==> src/rtl/upper_layer_4_4_merge.sv <==
// upper_layer_4_4_merge
// Merges two ascending runs (A and B, RUN_LEN elements each) into one
// ascending run of 2*RUN_LEN elements. Stable: on equal values A goes first.
// Optional build macro ORDER_CHECK_EN adds a sticky order_err output that
// flags out-of-order input or output elements within a run.
//
// Handshake: every stream (a_*, b_*, out_*) transfers a beat on a rising
// clk edge where valid && ready are both high; a producer holds valid and
// data stable until the transfer, and ready never depends on valid.

module upper_layer_4_4_merge #(
    parameter int DATA_WIDTH = 8,
    parameter int RUN_LEN    = 4
) (
    input  logic                  clk,
    input  logic                  rst_n,
    input  logic                  a_valid,
    input  logic [DATA_WIDTH-1:0] a_data,
    output logic                  a_ready,
    input  logic                  b_valid,
    input  logic [DATA_WIDTH-1:0] b_data,
    output logic                  b_ready,
    output logic                  out_valid,
    output logic [DATA_WIDTH-1:0] out_data,
    output logic                  out_last,
    input  logic                  out_ready,
    output logic                  busy
`ifdef ORDER_CHECK_EN
    ,
    output logic                  order_err
`endif
);

    localparam int CW = $clog2(2 * RUN_LEN) + 1;
    localparam logic [CW-1:0] RUN_CNT   = CW'(RUN_LEN);
    localparam logic [CW-1:0] TOTAL_CNT = CW'(2 * RUN_LEN);

    typedef enum logic {
        IDLE  = 1'b0,
        MERGE = 1'b1
    } state_t;

    state_t                state, state_nxt;

    logic [DATA_WIDTH-1:0] a_head, b_head;
    logic                  a_hv, b_hv;
    logic [CW-1:0]         a_cnt, b_cnt, o_cnt;
    logic [CW-1:0]         o_cnt_inc;

    logic                  in_merge;
    logic                  a_acc, b_acc;
    logic                  a_done, b_done;
    logic                  out_free;
    logic                  pick_a, pick_b;
    logic                  last_acc;

    assign in_merge  = (state == MERGE);
    assign a_acc     = a_valid && a_ready;
    assign b_acc     = b_valid && b_ready;
    assign a_done    = (a_cnt == RUN_CNT) && !a_hv;
    assign b_done    = (b_cnt == RUN_CNT) && !b_hv;
    assign out_free  = !out_valid || out_ready;
    assign last_acc  = out_valid && out_ready && out_last;
    assign o_cnt_inc = o_cnt + CW'(1);

    // Head selection: smaller head wins, A wins ties; an exhausted side lets the other drain
    assign pick_a = in_merge && out_free && a_hv && (b_hv ? (a_head <= b_head) : b_done);
    assign pick_b = in_merge && out_free && !pick_a && b_hv && (a_hv ? (b_head < a_head) : a_done);

    // State register
    always_ff @(posedge clk or negedge rst_n) begin
        if (!rst_n) state <= IDLE;
        else        state <= state_nxt;
    end

    // Next state: IDLE is a one-cycle gap between runs; MERGE ends on the accepted last beat
    always_comb begin
        state_nxt = state;
        case (state)
            IDLE:    state_nxt = MERGE;
            MERGE:   if (last_acc) state_nxt = IDLE;
            default: state_nxt = IDLE;
        endcase
    end

    // FSM outputs: ready only while merging, head empty and run not yet fully accepted
    always_comb begin
        busy    = 1'b0;
        a_ready = 1'b0;
        b_ready = 1'b0;
        if (state == MERGE) begin
            busy    = 1'b1;
            a_ready = !a_hv && (a_cnt < RUN_CNT);
            b_ready = !b_hv && (b_cnt < RUN_CNT);
        end
    end

    // Head registers: load on accept, empty when the head is pushed to the output
    always_ff @(posedge clk or negedge rst_n) begin
        if (!rst_n) begin
            a_head <= '0;
            a_hv   <= 1'b0;
            b_head <= '0;
            b_hv   <= 1'b0;
        end else begin
            if (a_acc) begin
                a_head <= a_data;
                a_hv   <= 1'b1;
            end else if (pick_a) begin
                a_hv   <= 1'b0;
            end
            if (b_acc) begin
                b_head <= b_data;
                b_hv   <= 1'b1;
            end else if (pick_b) begin
                b_hv   <= 1'b0;
            end
        end
    end

    // Run counters: cleared when the last merged beat leaves
    always_ff @(posedge clk or negedge rst_n) begin
        if (!rst_n) begin
            a_cnt <= '0;
            b_cnt <= '0;
            o_cnt <= '0;
        end else if (last_acc) begin
            a_cnt <= '0;
            b_cnt <= '0;
            o_cnt <= '0;
        end else begin
            if (a_acc)            a_cnt <= a_cnt + CW'(1);
            if (b_acc)            b_cnt <= b_cnt + CW'(1);
            if (pick_a || pick_b) o_cnt <= o_cnt_inc;
        end
    end

    // Output register: refilled only when empty or being consumed, so it holds while stalled
    always_ff @(posedge clk or negedge rst_n) begin
        if (!rst_n) begin
            out_valid <= 1'b0;
            out_data  <= '0;
            out_last  <= 1'b0;
        end else if (in_merge && out_free) begin
            if (pick_a) begin
                out_valid <= 1'b1;
                out_data  <= a_head;
                out_last  <= (o_cnt_inc == TOTAL_CNT);
            end else if (pick_b) begin
                out_valid <= 1'b1;
                out_data  <= b_head;
                out_last  <= (o_cnt_inc == TOTAL_CNT);
            end else begin
                out_valid <= 1'b0;
                out_last  <= 1'b0;
            end
        end
    end

`ifdef ORDER_CHECK_EN
    // Sticky order flag: a head still holds the previous accepted value of its side and
    // out_data the previous emitted value, so each only counts once its counter is nonzero
    always_ff @(posedge clk or negedge rst_n) begin
        if (!rst_n) begin
            order_err <= 1'b0;
        end else if ((a_acc && (a_cnt != '0) && (a_data < a_head)) ||
                     (b_acc && (b_cnt != '0) && (b_data < b_head)) ||
                     (pick_a && (o_cnt != '0) && (a_head < out_data)) ||
                     (pick_b && (o_cnt != '0) && (b_head < out_data))) begin
            order_err <= 1'b1;
        end
    end
`endif

endmodule
==> config.mk <==
export PLATFORM = sky130hd
export DESIGN_NAME = upper_layer_4_4_merge
export DESIGN_NICKNAME = d
export VERILOG_FILES = /design/src/rtl/upper_layer_4_4_merge.sv
export SDC_FILE = /design/constraint.sdc
export NUM_CORES = 1
export LEC_CHECK = 0
export CORE_UTILIZATION = 53
export CTS_CLUSTER_DIAMETER = 80
export DETAILED_ROUTE_END_ITERATION = 7
export PLACE_DENSITY_LB_ADDON = 0.3
export SYNTH_ARGS = -nofsm -noshare
export SYNTH_HDL_FRONTEND = slang
export SYNTH_SLANG_ARGS = --single-unit
==> constraint.sdc <==
create_clock -name clk -period 2.7 [get_ports clk]
set_input_delay 0.405 -clock clk [delete_from_list [all_inputs] [get_ports clk]]
set_output_delay 0.405 -clock clk [all_outputs]
set_load 0.03 [all_outputs]
==> results of run 1 <==
==> per-stage QoR <==
| stage | cells | util [%] | area (µm²) | power, mW |
|---|---|---|---|---|
| 3_5_place_dp | 267 | 66.7 | 2460 | 2.98 |
| 6_report | 275 | 68.8 | 2540 | 3.37 |
| 4_1_cts | 275 | 68.8 | 2540 | 3.37 |
| 5_1_grt | 275 | 68.8 | 2540 | 3.63 |
| 2_1_floorplan | 187 | - | 2070 | 2.39 |
| 3_3_place_gp | 267 | 66.7 | 2460 | 2.82 |
==> metal layers <==
metal,vias to the layer above,wire (µm)
met3,10,241
li1,744,-
met2,56,2270
met4,0,88
met1,787,1900
met5,-,0
==> area by class of cell <==
| class | count | area, µm² | area share, % |
|---|---|---|---|
| clock buffers | 8 | 80.1 | 3.15 |
| flip-flops and latches | 41 | 1030 | 40.4 |
| multi-input cells | 120 | 938 | 37.0 |
| repair buffers | 37 | 355 | 14.0 |
| inverters | 21 | 78.8 | 3.10 |
| well taps | 48 | 60.1 | 2.37 |
==> Yosys cell counts, types with 2 or more instances <==
cell       number
a31oi_1         2
mux2_2         16
a221oi_1        9
nor2_1         17
inv_1          21
buf_2           3
a211oi_1        9
a21o_1          2
a22o_1          2
nand3_1         4
dfrtp_1        41
and3b_1         2
ha_1           13
xnor2_1         6
a21oi_1         5
nor2b_1         3
nand2_1        12
nand4_1         2
o2111ai_1       2
clkbuf_1        2
==> worst paths after layout <==
path,startpoint,to,slack (ns),cells past startpoint
max reg2reg,a_head[3],out_data[2],0.23,7
min,rst_n,b_head[7],0.22,1
max in group asynchronous,rst_n,a_head[4],1.93,1
min reg2reg,b_head[0],b_head[0],0.52,1
max,in_merge,b_ready,0.21,2
min in group clk,b_head[0],b_head[0],0.52,1
==> worst reg2reg max path, cell delays in order, from the launching register on <==
cell       delay [ns]
dfrtp_1          0.38
inv_1            0.07
ha_1             0.36
and4_1           0.22
a2111oi_2        0.38
a221oi_1         0.19
nor4_4           0.55
a221oi_1         0.19
==> state kept, by name, summed over array words and instances (netlist names) <==
| name | cells |
|---|---|
| a_hv | 1 |
| a_head | 8 |
| in_merge | 1 |
| out_data | 8 |
| b_hv | 1 |
| b_head | 8 |
| out_valid | 1 |
| a_cnt | 4 |
| o_cnt | 4 |
| b_cnt | 4 |
| out_last | 1 |
==> kinds of logic (layout without fill, tap and decap cells) <==
kind of cell	after synthesis	after routing	share of synthesized area, %
simple gates	47	47	12.1
flops	41	41	49.7
compound gates	38	38	14.2
buf+inv	26	66	4.91
mux	16	16	8.72
fa+ha+maj	13	13	7.87
xor+xnor	6	6	2.54
==> layout by cell type, fill, tap and decap left out, types with 2 or more instances in the layout <==
| cell | Yosys | layout |
|---|---|---|
| dfrtp_1 | 41 | 41 |
| clkdlybuf4s50_1 | 0 | 32 |
| inv_1 | 21 | 21 |
| nor2_1 | 17 | 17 |
| mux2_2 | 16 | 16 |
| ha_1 | 13 | 13 |
| nand2_1 | 12 | 12 |
| a221oi_1 | 9 | 9 |
| a211oi_1 | 9 | 9 |
| xnor2_1 | 6 | 6 |
| a21oi_1 | 5 | 5 |
| clkbuf_8 | 0 | 5 |
| nand3_1 | 4 | 4 |
| buf_4 | 0 | 4 |
| nor2b_1 | 3 | 3 |
| clkbuf_1 | 2 | 3 |
| nand4_1 | 2 | 2 |
| a22o_1 | 2 | 2 |
| and3b_1 | 2 | 2 |
| o2111ai_1 | 2 | 2 |
| a21o_1 | 2 | 2 |
| a31oi_1 | 2 | 2 |
==> power by group <==
part | leakage (nW) | switching, mW | internal, mW
clock network | 0.0395 | 0.195 | 0.184
registers | 0.480 | 0.254 | 0.915
logic | 0.625 | 0.998 | 0.822
==> flow_results.xml, run 1 <==
<?xml version="1.0" encoding="UTF-8"?>
<metrics>
  <group name="sta">
    <metric name="setup_total_negative_slack" unit="ns">0</metric>
    <metric name="hold_viol_final" unit="">0</metric>
    <metric name="final.min_clock_period" unit="ns">2.49</metric>
    <metric name="fmax" unit="MHz">401</metric>
    <metric name="finalSetupViolCount" unit="">0</metric>
    <metric name="setup_slack" unit="ns">0.209</metric>
    <metric name="measured_slew_at_the_worst_slew_check_pin" unit="ns">0.873</metric>
    <metric name="rsz_0062_raised_after_global_routing" unit="">no</metric>
    <metric name="timing.hold.ws" unit="ns">0.224</metric>
    <metric name="final_worst_clock_skew" unit="ns">0.00608</metric>
    <metric name="timing.final.max_slew_violations" unit="">0</metric>
    <metric name="min_period_over_period" unit="%">92.3</metric>
    <metric name="timing.max_slew.rel_slack" unit="%">41.8</metric>
  </group>
  <group name="yosys">
    <metric name="yosysWarnings" unit="">0</metric>
    <metric name="synth.top_cell.area_share" unit="%">49.7</metric>
    <metric name="ys_seq_area_share" unit="%">49.7</metric>
    <metric name="mappedNetlistArea" unit="µm²">2070</metric>
    <metric name="synthDistinctLibCells" unit="">34</metric>
    <metric name="synth.ff_latch_count" unit="">41</metric>
    <metric name="syn_area_per_cell" unit="µm²">11.0</metric>
    <metric name="synthesis.nets" unit="">221</metric>
    <metric name="synth_edf_count" unit="">0</metric>
    <metric name="postSynthCellCount" unit="">187</metric>
    <metric name="synth.area.top_cells" unit="">dfrtp_1 (50%), mux2_2 (8.7%), ha_1 (7.9%)</metric>
    <metric name="synth_top_flop_cell" unit="">dfrtp_1</metric>
    <metric name="synth-async-reset-ratio" unit="%">100</metric>
    <metric name="synth_top_area_cell" unit="">dfrtp_1</metric>
  </group>
  <group name="setup_path">
    <metric name="critical_path_buf_inv_count" unit="">1</metric>
    <metric name="timing.critical_path.fanout_max" unit="">8</metric>
    <metric name="cpLargestDelayFamily" unit="">buffers and inverters</metric>
    <metric name="end_kind" unit="">output pin</metric>
    <metric name="cell_with_the_largest_stage_delay_on_the_worst_path" unit="">clkdlybuf4s50_1</metric>
    <metric name="worstSetupPathType" unit="">reg2out</metric>
    <metric name="worst_ep_arrival_time" unit="ns">2.09</metric>
    <metric name="cp_data_required_time" unit="ns">2.30</metric>
    <metric name="start_kind" unit="">register</metric>
    <metric name="crit_chain" unit="">nor4b_1 -&gt; clkdlybuf4s50_1</metric>
    <metric name="slowest_delay" unit="ns">0.78</metric>
  </group>
  <group name="final_layout">
    <metric name="antenna_cells" unit="">0</metric>
    <metric name="n_fill_cell" unit="">286</metric>
    <metric name="post_route_cells_drive_above_1_share" unit="%">13.2</metric>
    <metric name="synth_to_final_area_change" unit="%">22.9</metric>
    <metric name="final_net_count" unit="">260</metric>
  </group>
  <group name="route">
    <metric name="detail_route.wl_per_cell" unit="µm">16.3</metric>
    <metric name="dr.first_iter.drc_count" unit="">114</metric>
    <metric name="drc" unit="">0</metric>
    <metric name="mean_number_of_vias_per_cell" unit="">5.81</metric>
    <metric name="drt_wl_total" unit="µm">4490</metric>
    <metric name="detail-route-antenna-nets" unit="">0</metric>
    <metric name="dr.pass1.iters" unit="">4</metric>
    <metric name="via_count" unit="">1597</metric>
  </group>
  <group name="place">
    <metric name="portBuffers" unit="">33</metric>
    <metric name="dp_hpwl" unit="µm">3380</metric>
    <metric name="gpl.final_weighted_congestion" unit="">0.846</metric>
    <metric name="dp_slack" unit="ns">0.250</metric>
  </group>
  <group name="global_route">
    <metric name="grt_first_pass_wirelength" unit="µm">7730</metric>
    <metric name="global_route.peak_usage_layer" unit="">met2</metric>
    <metric name="gr-usage-met3" unit="%">5.46</metric>
    <metric name="globalRouteMet2Util" unit="%">42.1</metric>
    <metric name="gr-usage-met1" unit="%">31.0</metric>
    <metric name="grtUsageTotal" unit="%">25.2</metric>
    <metric name="antenna_found_initial" unit="">0</metric>
    <metric name="first_global_vias" unit="">1661</metric>
    <metric name="globalRouteOverflowTotal" unit="">0</metric>
    <metric name="largest_net_degree_at_the_start_of_global_routing" unit="">42</metric>
  </group>
  <group name="power_and_ir_drop">
    <metric name="peakVddDrop" unit="V">0.000624</metric>
    <metric name="static-leakage-power" unit="nW">1.15</metric>
    <metric name="cellPowerDensity" unit="nW/µm²">1330</metric>
  </group>
  <group name="clock_network">
    <metric name="cts-hold-fix-buffers" unit="">0</metric>
    <metric name="cts_repair_resize_count" unit="">0</metric>
    <metric name="worstSkewPairLatency" unit="ns">0.29</metric>
    <metric name="cts_tree" unit="">yes</metric>
    <metric name="bufs_on_longest_clock_path" unit="">2</metric>
    <metric name="cts_setup_buffers" unit="">0</metric>
    <metric name="ctsHtreeMaxLevel" unit="">2</metric>
    <metric name="clkSlewWorstSetupHoldPaths" unit="ns">0.07</metric>
    <metric name="root_buffer" unit="">clkbuf_8</metric>
    <metric name="cts-buffers-inserted" unit="">5</metric>
    <metric name="clock_sinks" unit="">41</metric>
  </group>
  <group name="floorplan">
    <metric name="floorplan.die.width" unit="µm">64.4</metric>
    <metric name="initial_utilization" unit="%">56.0</metric>
    <metric name="die_area" unit="µm²">4150</metric>
    <metric name="io-pin-count" unit="">34</metric>
    <metric name="num_rows" unit="">22</metric>
    <metric name="chipHeight" unit="µm">64.4</metric>
    <metric name="core_area" unit="µm²">3690</metric>
  </group>
  <group name="run">
    <metric name="drv.max_cap_violation_count" unit="">0</metric>
  </group>
  <group name="status">
    <metric name="status" unit="">finished, final reports clean</metric>
  </group>
  <group name="min_path">
    <metric name="holdCritPathClass" unit="">in2async</metric>
  </group>
</metrics>
Power figures use the tool's default switching activity.
==> inputs of run 2 (changes only) <==
Settings changed: CTS_CLUSTER_DIAMETER 80 to 60, REMOVE_ABC_BUFFERS from default to 1, SKIP_CTS_REPAIR_TIMING from default to 1.
==> run 2 against run 1 <==
Flip-flop and latch count is the same. Final area grew 0.25%. Via count shrank 1.6%. Maximum frequency shrank 3.2%. Sequential share of layout area shrank 0.099 points. Clock skew grew 0.0049 ns. Register-to-register slack gained 0.16 ns. Count of clock-buffer cells in the layout shrank 1. Wire length grew 0.53%. Highest routed layer unchanged.
==> flow_results.xml, run 2 (same netlist as run 1, synthesis figures left out) <==
<?xml version="1.0" encoding="UTF-8"?>
<metrics>
  <group name="setup_path">
    <metric name="timing.critical_path.fanout_max" unit="">6</metric>
    <metric name="worst_ep_arrival_time" unit="ns">2.17</metric>
    <metric name="start_kind" unit="">register</metric>
    <metric name="worstSetupPathType" unit="">reg2out</metric>
    <metric name="cell_with_the_largest_stage_delay_on_the_worst_path" unit="">clkdlybuf4s50_1</metric>
    <metric name="critical_path_buf_inv_count" unit="">1</metric>
    <metric name="worst_r2r_path_depth" unit="">7</metric>
    <metric name="cpLargestDelayFamily" unit="">buffers and inverters</metric>
    <metric name="crit-reg2reg-launch" unit="">a_head[3]</metric>
    <metric name="cp_data_required_time" unit="ns">2.30</metric>
    <metric name="worstSetupStartpoint" unit="">b_hv</metric>
    <metric name="slowest_delay" unit="ns">0.80</metric>
    <metric name="crit_chain" unit="">nor4b_1 -&gt; clkdlybuf4s50_1</metric>
    <metric name="end_kind" unit="">output pin</metric>
    <metric name="critical_path_depth" unit="">2</metric>
  </group>
  <group name="final_layout">
    <metric name="final_design_area_no_fill" unit="µm²">2540</metric>
    <metric name="final_net_count" unit="">260</metric>
    <metric name="layout_common_cells" unit="">dfrtp_1 (41), clkdlybuf4s50_1 (32), inv_1 (21)</metric>
    <metric name="postLayoutCoreUtil" unit="%">69.0</metric>
    <metric name="synth_to_final_area_change" unit="%">23.2</metric>
    <metric name="n_fill_cell" unit="">296</metric>
    <metric name="multi_input_comb_area" unit="µm²">938</metric>
    <metric name="layout_commonest_cell" unit="">dfrtp_1</metric>
    <metric name="reg_area" unit="µm²">1030</metric>
    <metric name="largestRegisters" unit="">a_head (8), b_head (8), out_data (8)</metric>
    <metric name="post_route_cells_drive_above_1_share" unit="%">13.7</metric>
    <metric name="antenna_cells" unit="">0</metric>
  </group>
  <group name="min_path">
    <metric name="holdCritPathClass" unit="">in2async</metric>
  </group>
  <group name="sta">
    <metric name="measured_slew_at_the_worst_slew_check_pin" unit="ns">0.912</metric>
    <metric name="setup_total_negative_slack" unit="ns">0</metric>
    <metric name="final_worst_clock_skew" unit="ns">0.0109</metric>
    <metric name="final.min_clock_period" unit="ns">2.57</metric>
    <metric name="min_period_over_period" unit="%">95.3</metric>
    <metric name="rsz_0062_raised_after_global_routing" unit="">no</metric>
    <metric name="timing.final.max_slew_violations" unit="">0</metric>
    <metric name="setup_slack" unit="ns">0.127</metric>
    <metric name="fmax" unit="MHz">389</metric>
    <metric name="finalSetupViolCount" unit="">0</metric>
    <metric name="hold_viol_final" unit="">0</metric>
    <metric name="timing.max_slew.rel_slack" unit="%">39.2</metric>
  </group>
  <group name="route">
    <metric name="maxUsedRoutingLayer" unit="">met4</metric>
    <metric name="dr.first_iter.drc_count" unit="">87</metric>
    <metric name="mean_number_of_vias_per_cell" unit="">5.73</metric>
    <metric name="detail-route-antenna-nets" unit="">0</metric>
    <metric name="dr.pass1.iters" unit="">4</metric>
    <metric name="via_count" unit="">1571</metric>
    <metric name="drc" unit="">0</metric>
    <metric name="detail_route.wl_per_cell" unit="µm">16.5</metric>
    <metric name="met3_routed_wl" unit="µm">174</metric>
    <metric name="drt_wl_total" unit="µm">4520</metric>
    <metric name="met2_length" unit="µm">2430</metric>
    <metric name="met1_length" unit="µm">1810</metric>
  </group>
  <group name="floorplan">
    <metric name="floorplan.die.width" unit="µm">64.4</metric>
    <metric name="core_area" unit="µm²">3690</metric>
    <metric name="die_area" unit="µm²">4150</metric>
    <metric name="initial_utilization" unit="%">56.0</metric>
    <metric name="num_rows" unit="">22</metric>
    <metric name="chipHeight" unit="µm">64.4</metric>
    <metric name="io-pin-count" unit="">34</metric>
  </group>
  <group name="power_and_ir_drop">
    <metric name="overall_power" unit="mW">3.37</metric>
    <metric name="peakVddDrop" unit="V">0.000638</metric>
    <metric name="static-leakage-power" unit="nW">1.15</metric>
    <metric name="cellPowerDensity" unit="nW/µm²">1320</metric>
  </group>
  <group name="clock_network">
    <metric name="cts-buffers-inserted" unit="">5</metric>
    <metric name="cts_tree" unit="">yes</metric>
    <metric name="worstSkewPairLatency" unit="ns">0.30</metric>
    <metric name="bufs_on_longest_clock_path" unit="">2</metric>
    <metric name="clock_sinks" unit="">41</metric>
    <metric name="clkSlewWorstSetupHoldPaths" unit="ns">0.08</metric>
    <metric name="ctsHtreeMaxLevel" unit="">2</metric>
    <metric name="root_buffer" unit="">clkbuf_8</metric>
  </group>
  <group name="place">
    <metric name="dp_slack" unit="ns">0.362</metric>
    <metric name="portBuffers" unit="">33</metric>
    <metric name="gpl.final_weighted_congestion" unit="">0.792</metric>
    <metric name="dp_hpwl" unit="µm">3380</metric>
    <metric name="post_dp_cell_area" unit="µm²">2460</metric>
  </group>
  <group name="global_route">
    <metric name="largest_net_degree_at_the_start_of_global_routing" unit="">42</metric>
    <metric name="grtUsageTotal" unit="%">25.7</metric>
    <metric name="globalRouteOverflowTotal" unit="">0</metric>
    <metric name="antenna_found_initial" unit="">0</metric>
    <metric name="grt_first_pass_wirelength" unit="µm">7780</metric>
    <metric name="first_global_vias" unit="">1676</metric>
  </group>
  <group name="status">
    <metric name="status" unit="">finished, final reports clean</metric>
  </group>
  <group name="run">
    <metric name="drv.max_cap_violation_count" unit="">0</metric>
  </group>
</metrics>
[run 2: changes by cell type in the layout (fill, tap and decap cells not counted)]
cell	previous run	this run
clkbuf_1	3	1
clkbuf_8	5	6
[run 2: layout make-up]
type	count	share of cell area (%)
flip-flops and latches	41	40.3
repair buffers	37	14.0
well taps	48	2.36
clock buffers	7	3.39
multi-input cells	120	36.9
inverters	21	3.10
[run 2: where the power goes]
group | internal [mW] | switching [mW]
sequential | 0.915 | 0.251
clock | 0.203 | 0.200
combinational | 0.814 | 0.987
[run 2: path summary, 6_finish.rpt]
kind | end | slack (ns)
max reg2reg | out_data[7] | 0.39
max | b_ready | 0.13
min | a_head[5] | 0.23
min in group clk | b_head[0] | 0.52
min reg2reg | b_head[0] | 0.52
max in group asynchronous | a_head[2] | 1.89
[run 2: through the flow]
step           hold slack (ns)  cells
6_report                 0.231    274
5_1_grt                  0.305    274
4_1_cts                  0.268    274
3_5_place_dp             0.497    267
3_3_place_gp             0.475    267
2_1_floorplan            0.109    182
[run 2: worst reg2reg max path: stages (launching register included)]
cell and delay, ns:
dfrtp_1 0.36, inv_1 0.05, ha_1 0.34, and4_1 0.20, a2111oi_2 0.33, a22o_1 0.39
a21o_1 0.38, a221oi_1 0.13
[run 2: metal layers]
| layer | up-vias | GRT usage, % |
|---|---|---|
| li1 | 742 | - |
| met1 | 780 | 28.8 |
| met2 | 38 | 46.1 |
| met3 | 11 | 4.75 |
| met4 | 0 | 13.3 |
| met5 | - | 0 |
==> RTL edit 1, RTL diff (settings of run 1) <==
Set the parameter `DATA_WIDTH` to 10 (it was 8).
--- a/src/rtl/upper_layer_4_4_merge.sv
+++ b/src/rtl/upper_layer_4_4_merge.sv
@@ -11,3 +11,3 @@
 module upper_layer_4_4_merge #(
-    parameter int DATA_WIDTH = 8,
+    parameter int DATA_WIDTH = 10,
     parameter int RUN_LEN    = 4
Ports: changed (resized a_data, b_data and out_data); port bits go from 34 to 40. No check against the original RTL was run, so the function may have changed too.
==> RTL edit 1 against run 1 <==
  * Hold slack better by 0.050 ns
  * Power up 5.3%
  * Sequential cell count up 6
  * Global-route usage down 2.9 points
  * Worst setup slack better by 0.025 ns
  * Routed wire length up 3.4%
  * Area after synthesis up 17%
  * Final area up 15%
==> RTL edit 1: results (changes against run 1) <==
- Status: finished, final reports clean (unchanged).
- The worst clock skew on the final layout is 0.0152 ns (was 0.00608 ns).
- The maximum number of pins on one net before global-route repair is 48 (was 42).
- The share of synthesized area occupied by flip-flops and latches is 0.486 (was 0.497).
- The clock transition at the registers of the reported paths is 0.09 ns (was 0.07 ns).
- The DRC marker count from the first detailed-route iteration is 147 (was 114).
- The post-placement setup slack was 0.257 ns (was 0.250 ns).
- The count of cell types in the netlist was 40 (was 34).
- The endpoint of the most critical register-to-register path is out_data[0] (was out_data[2]).
- The mean number of vias per cell is 5.44 (was 5.81).
- The highest ir drop seen on vdd came to 598 uV (was 624 uV).
- The global-route wire length before repair is 8.40 mm (was 7.73 mm).
- The placer's final routability congestion estimate came to 0.949 (was 0.846).
- Synth area leaders: sky130_fd_sc_hd__dfrtp_1 (49%), sky130_fd_sc_hd__nand2_1 (9.6%), sky130_fd_sc_hd__ha_1 (7.8%) (was sky130_fd_sc_hd__dfrtp_1 (50%), sky130_fd_sc_hd__mux2_2 (8.7%), sky130_fd_sc_hd__ha_1 (7.9%)).
- The final wirelength is 4.65 mm (was 4.49 mm).
- The later-pin clock latency in the skew report is 0.31 ns (was 0.29 ns).
- The count of buffers inserted at the top-level ports is 39 (was 33).
- The post-route non-filler standard cell count is 329 (was 275).
- The reg-to-reg critical path startpoint is a_head[7] (was a_head[3]).
- The post-synthesis cell count came to 240 (was 187).
- The maximum fanout along the worst path is 13 (was 8).
- The internal power summed over all cells is 2020 uW (was 1920 uW).
- The largest stage delay on the critical path is 0.57 ns (was 0.78 ns).
- The worst max-slew margin expressed relative to the limit came to 0.318 (was 0.418).
- Top flop regs: a_head: 10 flops, b_head: 10 flops, out_data: 10 flops (was a_head: 8 flops, b_head: 8 flops, out_data: 8 flops).
[RTL edit 1: cell types whose count changed in the layout (fill, tap and decap cells not counted), sizes merged, moves of 5 or more]
cell,delta
dfrtp,+6
clkdlybuf4s50,+6
a221oi,-9
nand2,+50
a211oi,-7
nor2,-8
o21ai,+5
o211ai,+18
mux2,-6
[RTL edit 1: worst max path at each step]
stage,endpoint,slack [ns],cells after the start,start
final,out_data[0],0.23,7,a_head[7]
after global routing,out_data[0],0.07,7,a_head[5]
after CTS,out_data[0],0.25,7,a_head[7]
after detailed placement,out_data[0],0.26,7,a_head[7]
after global placement,out_data[0],0.34,7,a_head[7]
after floorplan,b_head[0],0.62,5,in_merge
[RTL edit 1: logic make-up (layout without fill, tap and decap cells)]
family | Yosys count | count (layout) | synth area share
DFF | 47 | 47 | 0.486
buffers and inverters | 31 | 68 | 0.0543
muxes | 11 | 11 | 0.0507
xor gates and xnor gates | 5 | 5 | 0.0181
adders and majority gates | 15 | 15 | 0.0776
and+or+nand+nor | 86 | 86 | 0.160
AOI/OAI and AO/OA | 45 | 45 | 0.153
[RTL edit 1: area by class of cell]
type | count | area, um^2
fill | 373 | 1470
inverter | 20 | 75.1
timing repair buffer | 41 | 400
sequential | 47 | 1180
clock inverter | 1 | 5.00
clock buffer | 6 | 82.6
tap | 52 | 65.1
multi-input combinational | 162 | 1110
[RTL edit 1: worst register-to-register path, stage by stage, from the launching register on]
cell                       delay [ns]
sky130_fd_sc_hd__dfrtp_1         0.38
sky130_fd_sc_hd__inv_1           0.05
sky130_fd_sc_hd__ha_1            0.31
sky130_fd_sc_hd__a211oi_2        0.22
sky130_fd_sc_hd__nor2_1          0.07
sky130_fd_sc_hd__a2111o_1        0.57
sky130_fd_sc_hd__o21a_1          0.42
sky130_fd_sc_hd__o311ai_1        0.35
[RTL edit 1: power by group through the flow]
stage | registers [uW] | clock network (uW) | logic [uW]
after detailed placement | 1300 | 0 | 1830
final | 1290 | 428 | 1830
after global routing | 1340 | 466 | 2060
after global placement | 1290 | 0 | 1790
after CTS | 1290 | 433 | 1840
after floorplan | 1390 | 0 | 1230
[RTL edit 1: layer usage]
metal  global-route usage  vias up  routed length [um]
li1                     -      891                   -
met1                0.360      848                2420
met2                0.296       45                1950
met3               0.0451        5                 214
met4               0.0748        0                  57
met5                    0        -                   0
[RTL edit 1: per-stage QoR]
step / instance area (um^2) / power, uW
after global routing: 2920 / 3870
after detailed placement: 2830 / 3130
after global placement: 2830 / 3080
after floorplan: 2420 / 2630
after CTS: 2920 / 3560
final: 2920 / 3550
==> RTL edit 2, RTL diff (settings of run 1) <==
Made on the original files. One comparison of `a_cnt` changes from == to >=.
--- a/src/rtl/upper_layer_4_4_merge.sv
+++ b/src/rtl/upper_layer_4_4_merge.sv
@@ -59,3 +59,3 @@
     assign b_acc     = b_valid && b_ready;
-    assign a_done    = (a_cnt == RUN_CNT) && !a_hv;
+    assign a_done    = (a_cnt >= RUN_CNT) && !a_hv;
     assign b_done    = (b_cnt == RUN_CNT) && !b_hv;
Check against the original RTL: same outputs for any inputs over 10 cycles, from zero or initial values and one cycle with rst_n low; that may be too few to reach the edited logic, so the function may still have changed.
==> RTL edit 2 against run 1 <==
  * Global-route usage down 2.7 points
  * Worst setup slack better by 0.12 ns
  * Area after synthesis down 1.2%
  * Via count down 6.3%
  * Maximum frequency up 5.0%
  * Sequential cell count unchanged
  * First-iteration DRC count down 18%
  * Synthesized cell count down 1.6%
  * Count of clock-buffer cells in the layout down 1
  * Routed wire length down 10%
  * Core utilization down 0.31 points
  * Final area down 0.44%
  * Critical endpoint is now o_cnt[3]
  * Largest cell class unchanged
Power is not compared: it rests on default switching activity, and its combinational part moved more than twofold at a synthesized area within 25%.
==> RTL edit 2: results (changes against run 1) <==
- The detailed placer's ending HPWL is 2.96 mm (was 3.38 mm).
- The clock transition at the registers of the reported paths is 0.07 ns (about the same).
- The largest stage delay on the critical path is 0.40 ns (was 0.78 ns).
- The maximum number of pins on one net before global-route repair is 42 (unchanged).
- The share of final-layout standard cells stronger than drive strength 1 is 0.176 (was 0.132).
- The total negative slack is 0 ns (unchanged).
- The async set or reset register ratio after synthesis is 1.00 (unchanged).
- Most used standard cells in the synthesized netlist: sky130_fd_sc_hd__dfrtp_1 (41), sky130_fd_sc_hd__mux2_2 (17), sky130_fd_sc_hd__nor2_1 (16) (was sky130_fd_sc_hd__dfrtp_1 (41), sky130_fd_sc_hd__inv_1 (21), sky130_fd_sc_hd__nor2_1 (17)).
- The post-placement setup slack is 0.357 ns (was 0.250 ns).
- The data arrival at the endpoint of the critical path is 2.55 ns (was 2.09 ns).
- Status: finished, final reports clean (unchanged).
- The final wirelength is 4.04 mm (was 4.49 mm).
- The endpoint of the most critical register-to-register path is o_cnt[3] (was out_data[2]).
- The global-route wire length before repair was 6.93 mm (was 7.73 mm).
- The number of global-route vias before repair is 1568 (was 1661).
- The worst clock skew on the final layout is 0.00473 ns (was 0.00608 ns).
- The slew at the pin with the worst max-slew slack is 0.890 ns (was 0.873 ns).
- The later-pin clock latency in the skew report came to 0.29 ns (about the same).
- The number of antenna violations at the first check in global routing was 0 (unchanged).
- The post-cts sizing count was 0 (unchanged).
- The maximum fanout along the worst path was 3 (was 8).
- The count of cell types in the netlist is 37 (was 34).
- The placer's final routability congestion estimate is 0.736 (was 0.846).
- Synth area leaders: sky130_fd_sc_hd__dfrtp_1 (50%), sky130_fd_sc_hd__mux2_2 (9.4%), sky130_fd_sc_hd__ha_1 (7.4%) (was sky130_fd_sc_hd__dfrtp_1 (50%), sky130_fd_sc_hd__mux2_2 (8.7%), sky130_fd_sc_hd__ha_1 (7.9%)).
- The post-synthesis net count is 217 (was 221).
- The global-route total usage across every layer is 0.225 (was 0.252).
- The cell family contributing the most delay on the critical path was compound AO/OA/AOI/OAI gates (was buffers and inverters).
- The via total after detailed routing was 1496 (was 1597).
- The maximum buffer depth of the clock tree is 2 (unchanged).
- The share of synthesized area occupied by flip-flops and latches is 0.503 (was 0.497).
- The worst-case IR drop observed on VDD is 430 uV.
- The number of buffers inserted to repair setup after CTS is 0 (unchanged).
- The cell count of the worst reg-to-reg path is 8 (was 7).
- The slowest cell on the critical path is sky130_fd_sc_hd__or3_4 (was sky130_fd_sc_hd__clkdlybuf4s50_1).
- The minimum setup slack among reg-to-reg paths is 0.33 ns (was 0.23 ns).
- The reg-to-reg critical path startpoint is a_head[2] (was a_head[3]).
- The number of synthesis warnings is 0 (unchanged).
- The number of iterations in the first detailed-routing pass came to 4 (unchanged).
- The number of nets at the end of the flow is 254 (was 260).
- The DRC marker count from the first detailed-route iteration is 94 (was 114).
==> RTL edit 2: logic make-up (layout without fill, tap and decap cells) <==
family,Yosys count,after routing,share of synthesized area
and+or+nand+nor,48,48,0.118
xor gates and xnor gates,3,3,0.0129
buffers and inverters,19,57,0.0429
DFF,41,41,0.503
muxes,26,26,0.139
adders and majority gates,12,12,0.0736
AOI/OAI and AO/OA,35,35,0.112
==> RTL edit 2: layer usage <==
layer  part of all wire  global-route usage  vias up
met5                  0                   0        -
met4              0.016              0.0852        0
met3              0.039              0.0411        7
met2               0.50               0.394       42
met1               0.44               0.275      728
li1                   -                   -      719
==> RTL edit 2: layout make-up <==
type	count	area, um^2
Clock buffer	7	96.3
Clock inverter	1	5.00
Fill cell	282	1160
Inverter	12	45.0
Multi-Input combinational cell	124	940
Sequential cell	41	1030
Tap cell	48	60.1
Timing Repair Buffer	37	355
==> RTL edit 2: how the worst max path moves through the flow <==
stage	from	to	slack (ns)	cells after the start
floorplan	a_head[2]	o_cnt[3]	0.50	8
global placement	a_head[2]	o_cnt[3]	0.45	8
detailed placement	a_head[2]	o_cnt[3]	0.36	8
CTS	a_head[2]	o_cnt[3]	0.33	8
global route	a_head[2]	o_cnt[3]	0.23	8
finish	a_head[2]	o_cnt[3]	0.33	8
==> RTL edit 2: stage by stage <==
step	instances	power (uW)	hold slack [ns]	cell area, um^2	utilization
3_5_place_dp	262	1060	0.499	2430	0.658
5_1_grt	270	1580	0.291	2530	0.685
2_1_floorplan	184	958	0.109	2050	-
3_3_place_gp	262	1040	0.494	2430	0.658
6_report	270	1480	0.230	2530	0.685
4_1_cts	270	1490	0.266	2530	0.685
==> RTL edit 2: where the power goes <==
| part | switching [uW] | internal [uW] | leakage [uW] |
|---|---|---|---|
| logic | 136 | 152 | 0.000649 |
| clock network | 202 | 231 | 0.0000542 |
| registers | 65.8 | 698 | 0.000530 |
==> RTL edit 2: worst reg2reg max path: cells and delay by family, from the launching register on <==
| family | cells | cell delay, ns |
|---|---|---|
| buffers and inverters | 1 | 0.06 |
| adder cells (fa/ha/maj) | 1 | 0.29 |
| AO/OA/AOI/OAI | 4 | 0.78 |
| flip-flops | 1 | 0.37 |
| AND/OR/NAND/NOR | 1 | 0.40 |
| multiplexers | 1 | 0.36 |
